<file path="config.mk">
export PLATFORM = sky130hd
export DESIGN_NAME = fetch_unit
export DESIGN_NICKNAME = d
export VERILOG_FILES = /design/src/rtl/fetch_unit.sv
export SDC_FILE = /design/constraint.sdc
export NUM_CORES = 1
export LEC_CHECK = 0
export CAP_MARGIN = 20
export CORE_MARGIN = 1.5
export CORE_UTILIZATION = 35
export DETAILED_ROUTE_END_ITERATION = 6
export GPL_ROUTABILITY_DRIVEN = 0
export GPL_TIMING_DRIVEN = 0
export SKIP_CTS_REPAIR_TIMING = 1
export SYNTH_ARGS = -nofsm -noshare
export SYNTH_HDL_FRONTEND = slang
export SYNTH_SLANG_ARGS = --single-unit
</file>
<file path="constraint.sdc">
create_clock -name clockIn -period 20.7 [get_ports clockIn]
set_input_delay 4.14 -clock clockIn [delete_from_list [all_inputs] [get_ports clockIn]]
set_output_delay 4.14 -clock clockIn [all_outputs]
set_load 0.01 [all_outputs]
</file>
<file path="src/rtl/fetch_unit.sv">
// Instruction fetch stage: owns the PC, issues one icache request per instruction,
// resolves the next PC (JAL, predicted conditional branches, sequential), and buffers
// fetched instructions with their address and taken bit in a circular queue for decode.
// A ROB flush discards queued and in-flight work and restarts at the redirect PC.
module fetch_unit #(
  parameter int unsigned QUEUE_WIDTH = 3,
  parameter logic [31:0] RESET_PC    = 32'h0
) (
  input  logic        clockIn,
  input  logic        resetIn,
  output logic        icacheAddrValid,
  output logic [31:0] icacheAddr,
  input  logic        icacheInstrValid,
  input  logic [31:0] icacheInstr,
  output logic        predictorInstrValid,
  output logic [31:0] predictorAddr,
  input  logic        predictorJump,
  input  logic        robFlush,
  input  logic [31:0] robRedirectPc,
  input  logic        decoderReady,
  output logic        instrOutValid,
  output logic [31:0] instrOut,
  output logic [31:0] instrOutAddr,
  output logic        instrOutJump
);

  localparam int unsigned DEPTH = 1 << QUEUE_WIDTH;

  localparam logic [QUEUE_WIDTH:0]   CNT_FULL = {1'b1, {QUEUE_WIDTH{1'b0}}};
  localparam logic [QUEUE_WIDTH:0]   CNT_ONE  = {{QUEUE_WIDTH{1'b0}}, 1'b1};
  localparam logic [QUEUE_WIDTH-1:0] PTR_ONE  = {{(QUEUE_WIDTH-1){1'b0}}, 1'b1};

  localparam logic [6:0] OP_JAL    = 7'b1101111;
  localparam logic [6:0] OP_BRANCH = 7'b1100011;
  localparam logic [6:0] OP_JALR   = 7'b1100111;

  typedef enum logic [2:0] {
    S_REQUEST,
    S_WAIT,
    S_PREDICT,
    S_STALL,
    S_DISCARD
  } state_t;

  state_t state;
  state_t state_next;

  logic [31:0] pc;
  logic [31:0] pc_next;
  logic [31:0] instr_q;
  logic        addr_valid_q;
  logic        addr_valid_next;

  logic        push;
  logic        push_jump;
  logic        pop;

  logic [QUEUE_WIDTH-1:0] head;
  logic [QUEUE_WIDTH-1:0] tail;
  logic [QUEUE_WIDTH:0]   count;
  logic                   full;
  logic                   empty;

  logic [31:0] q_instr [DEPTH];
  logic [31:0] q_addr  [DEPTH];
  logic        q_jump  [DEPTH];

  logic [6:0]  opcode;
  logic [31:0] imm_j;
  logic [31:0] imm_b;

  assign opcode = instr_q[6:0];
  assign imm_j  = {{12{instr_q[31]}}, instr_q[19:12], instr_q[20], instr_q[30:21], 1'b0};
  assign imm_b  = {{20{instr_q[31]}}, instr_q[7], instr_q[30:25], instr_q[11:8], 1'b0};

  assign full  = (count == CNT_FULL);
  assign empty = (count == '0);

  assign icacheAddrValid = addr_valid_q;
  assign icacheAddr      = pc;
  assign predictorAddr   = pc;

  assign instrOutValid = !empty;
  assign instrOut      = q_instr[head];
  assign instrOutAddr  = q_addr[head];
  assign instrOutJump  = q_jump[head];

  // Pop only a non-empty queue; a flush overrides it in the pointer update.
  assign pop = decoderReady && !empty;

  // Next-state, next-PC and push decisions; flush is applied last so it wins.
  always_comb begin
    state_next          = state;
    pc_next             = pc;
    addr_valid_next     = 1'b0;
    push                = 1'b0;
    push_jump           = 1'b0;
    predictorInstrValid = 1'b0;

    case (state)
      S_REQUEST: begin
        if (!full) begin
          addr_valid_next = 1'b1;
          state_next      = S_WAIT;
        end
      end
      S_WAIT: begin
        if (icacheInstrValid) begin
          predictorInstrValid = 1'b1;
          state_next          = S_PREDICT;
        end
      end
      S_PREDICT: begin
        push       = 1'b1;
        state_next = S_REQUEST;
        case (opcode)
          OP_JAL: begin
            push_jump = 1'b1;
            pc_next   = pc + imm_j;
          end
          OP_BRANCH: begin
            push_jump = predictorJump;
            pc_next   = predictorJump ? (pc + imm_b) : (pc + 32'd4);
          end
          OP_JALR: begin
            state_next = S_STALL;
          end
          default: begin
            pc_next = pc + 32'd4;
          end
        endcase
      end
      S_STALL: begin
      end
      S_DISCARD: begin
        if (icacheInstrValid) begin
          state_next = S_REQUEST;
        end
      end
      default: begin
        state_next = S_REQUEST;
      end
    endcase

    if (robFlush) begin
      // An outstanding request with no response yet must have its response dropped.
      pc_next             = robRedirectPc;
      push                = 1'b0;
      push_jump           = 1'b0;
      addr_valid_next     = 1'b0;
      predictorInstrValid = 1'b0;
      state_next          = (state == S_WAIT && !icacheInstrValid) ? S_DISCARD : S_REQUEST;
    end
  end

  // Control registers: state, PC, request pulse and the latched instruction word.
  always_ff @(posedge clockIn) begin
    if (!resetIn) begin
      state        <= S_REQUEST;
      pc           <= RESET_PC;
      addr_valid_q <= 1'b0;
      instr_q      <= '0;
    end else begin
      state        <= state_next;
      pc           <= pc_next;
      addr_valid_q <= addr_valid_next;
      if (state == S_WAIT && icacheInstrValid && !robFlush) begin
        instr_q <= icacheInstr;
      end
    end
  end

  // Queue pointers and occupancy; flush empties the queue regardless of push/pop.
  always_ff @(posedge clockIn) begin
    if (!resetIn) begin
      head  <= '0;
      tail  <= '0;
      count <= '0;
    end else if (robFlush) begin
      head  <= '0;
      tail  <= '0;
      count <= '0;
    end else begin
      if (push) begin
        tail <= tail + PTR_ONE;
      end
      if (pop) begin
        head <= head + PTR_ONE;
      end
      case ({push, pop})
        2'b10:   count <= count + CNT_ONE;
        2'b01:   count <= count - CNT_ONE;
        default: count <= count;
      endcase
    end
  end

  // Queue storage; entries are only meaningful below the occupancy count.
  always_ff @(posedge clockIn) begin
    if (push) begin
      q_instr[tail] <= instr_q;
      q_addr[tail]  <= pc;
      q_jump[tail]  <= push_jump;
    end
  end

endmodule
</file>
==> key figures <==
Routing
  – Vias per Instance: 5.469
  – Post-Route WL: 77730 um
  – Drt pass-1 iters: 6
  – Antenna viol nets, final: 0
  – DRC viols: 0
  – Via count: 17190
  – 1st-iter DRT viols: 1708
  – Wire per inst: 24.73 um

Floorplanning
  – # IOs: 202
  – Core region area: 0.07608 mm2
  – Initial Util: 35.44%
  – DIE WIDTH: 280.5 um
  – Die Span Y: 280.5 um
  – Die Area: 0.07870 mm2
  – Num rows: 101

Setup path
  – Delay-heaviest family, CP: buffers and inverters
  – Crit end category: primary output
  – Startpoint class of the critical path: primary input
  – Max incr delay on CP: 640 ps
  – Critical-path top delay cell: clkdlybuf4s50_1
  – Critical path buffer and inverter count: 5
  – Crit path required time: 16560 ps
  – Critical path arrival: 6950 ps
  – Crit-path max FO: 10
  – WS Path Type: primary input to primary output
  – Crit path cell chain: clkdlybuf4s50_1, clkbuf_1, nor2_1, nand3_1, inv_1, buf_1, clkdlybuf4s50_1
  – Most frequent CP cell: clkdlybuf4s50_1

Cells and area
  – Final instance area: 0.03293 mm2
  – Total Nets Final: 2185
  – Area grow syn2layout: 22.14%
  – Fillers: 6831
  – Number of diodes: 0
  – Share of layout cells above drive strength 1: 19.36%

Global route
  – Met1 Use GR: 27.32%
  – Global-route usage over all layers: 19.49%
  – Met2 Resource Use GR: 30.72%
  – Largest net degree at the start of global routing: 30
  – Vias in the first global route: 17020
  – Antenna violations before repair: 1
  – Gr busiest metal: met2
  – Met3 Resource Use GR: 4.005%
  – First-pass GRT wire length: 112900 um
  – Congestion Overflow GR: 0

STA
  – FMAX: 90.16 MHz
  – Slew @ Worst Pin: 1018 ps
  – Max-slew violations: 0
  – Max Clock Skew: 14.43 ps
  – Final WS setup: 9609 ps
  – Period utilization: 53.58%
  – TNS Setup: 0 ps
  – Setup violations, final: 0
  – Minimum clock period: 11090 ps
  – Slew HR: 31.78%
  – Unrepaired setup endpoints after global routing: no
  – Final Hold Vio Count: 0

Placed design
  – Pre-CTS setup slack: 9643 ps
  – Cell Area, Placed: 0.03087 mm2
  – Hpwl dp: 54410 um
  – Port-buffer cells: 201

Synth
  – Synth Cell Area: 0.02696 mm2
  – Synth unique cells: 89
  – Gate Count Post-Synth: 1763
  – Asr flop ratio synth: 0%
  – Ys Warns: 0
  – Syn_nets: 1885
  – Seq/Total Area, Yosys: 63.94%
  – EDFF count, synth: 520
  – Top FF cell, synth: edfxtp_1
  – Syn_area_per_cell: 15.29 um2
  – Yosys reg bits: 601

Clock network
  – Later-pin clock latency in the skew report: 620 ps
  – CTS tree: yes
  – Buffer levels on the longest clock path: 3
  – Inserted Clock Buffers: 60
  – CTS Root Cell: clkbuf_16
  – CTS clk-pin slew, worst paths: 60 ps
  – CTS Sinks: 601
  – Depth of the CTS H-tree: 2

Status
  – Status: finished clean

Power
  – PwrDens: 77.79 mW/mm2
  – Leakage power: 10.61 nW
  – Peak supply drop: 64.24 uV

Run
  – Max cap viols: 0

Worst hold path
  – Hold WC Path Type: flip-flop to flip-flop
[tightest hold or removal path: cells and delay by family, from the launching register on]
kind | cells | cell delay (ps)
compound gates | 1 | 70
simple gates | 1 | 60
flops | 1 | 320
[metrics by stage]
stage                     std cells  total power, W  util, %  hold WS [ps]
after floorplan                1763        0.001416        -         454.1
final                          3143        0.002562    43.28         498.1
after global routing           3143        0.002633    43.28         541.5
after CTS                      3140        0.002577    43.21         495.8
after global placement         2994        0.001482    39.78         489.4
after detailed placement       3028        0.001485    40.58         479.3
[registers in the layout, indices dropped and copies added (netlist names), 3 cells and up, named ones only]
name,count
instr_q,32
count,4
icacheAddr,32
state,3
head,3
q_addr,256
tail,3
q_instr,256
q_jump,8
[path summary, 6_finish.rpt]
path / startpoint / to / slack, ps / depth (start not counted)
hold reg to reg: head[1]$_SDFFE_PP0P_ / head[1]$_SDFFE_PP0P_ / 500 / 2
setup / recovery: robFlush / predictorInstrValid / 9610 / 7
setup reg to reg: icacheAddr[2]$_SDFFE_PN0P_ / icacheAddr[20]$_SDFFE_PN0P_ / 16980 / 9
hold / removal: head[1]$_SDFFE_PP0P_ / head[1]$_SDFFE_PP0P_ / 500 / 2
[synth_stat cells (15+ instances only)]
master / count / area, um2
o211ai_1: 17 / 127.6
clkbuf_1: 64 / 240.2
dfxtp_1: 81 / 1622
xor2_1: 29 / 254.0
nor2_1: 75 / 281.5
xnor2_1: 25 / 219.0
o21ai_0: 72 / 360.4
nand2_1: 138 / 518.0
a21o_1: 22 / 165.2
nand4_1: 15 / 93.84
nand3_1: 28 / 140.1
buf_4: 34 / 255.2
nor3_1: 33 / 165.2
a21oi_1: 61 / 305.3
edfxtp_1: 520 / 15610
ha_1: 49 / 613.1
mux4_2: 130 / 2928
inv_1: 20 / 75.07
mux2_2: 66 / 743.2
a21boi_0: 33 / 247.7
[layout by cell type, fill, tap and decap left out, types with 20 or more instances in the layout]
master | Yosys | final
clkbuf_1 | 64 | 77
xor2_1 | 29 | 29
a21o_1 | 22 | 22
a21oi_1 | 61 | 61
clkdlybuf4s50_1 | 0 | 201
buf_4 | 34 | 36
mux2_2 | 66 | 66
mux4_2 | 130 | 130
o21ai_0 | 72 | 72
clkbuf_16 | 0 | 61
xnor2_1 | 25 | 25
dfxtp_1 | 81 | 81
ha_1 | 49 | 49
nor2_1 | 75 | 69
edfxtp_1 | 520 | 520
a21boi_0 | 33 | 33
nor3_1 | 33 | 31
nand3_1 | 28 | 28
nand2_1 | 138 | 138
inv_1 | 20 | 20
[cells by family after synthesis]
family          share of synthesized area [%]
compound gates                          8.721
xor+xnor                                1.754
fa+ha+maj                               2.497
buf+inv                                 2.543
flops                                   63.94
mux                                     13.97
simple gates                            6.577
[area by class of cell]
class                      instances  area, um2  area share [%]
sequential                       601      17240           52.35
multi-input combinational       1020       9091           27.61
timing repair buffer             238       2630           7.988
clock buffer                      77       1617           4.910
tap                             1030       1289           3.914
buffer                           121      606.8           1.843
clock inverter                    35      377.9           1.148
inverter                          21      78.83          0.2394
[report_power, final]
part	total [W]	switching [W]	internal [W]
sequential	0.00135	0.0000288	0.00132
clock	0.00110	0.000461	0.000639
combinational	0.000115	0.0000584	0.0000565
[metal layers]
layer | up-vias | routed length [um]
met4 | 0 | 2300
met3 | 131 | 5938
met1 | 8775 | 33770
met5 | - | 0
met2 | 716 | 35720
li1 | 7567 | -
Power figures use the tool's default switching activity.
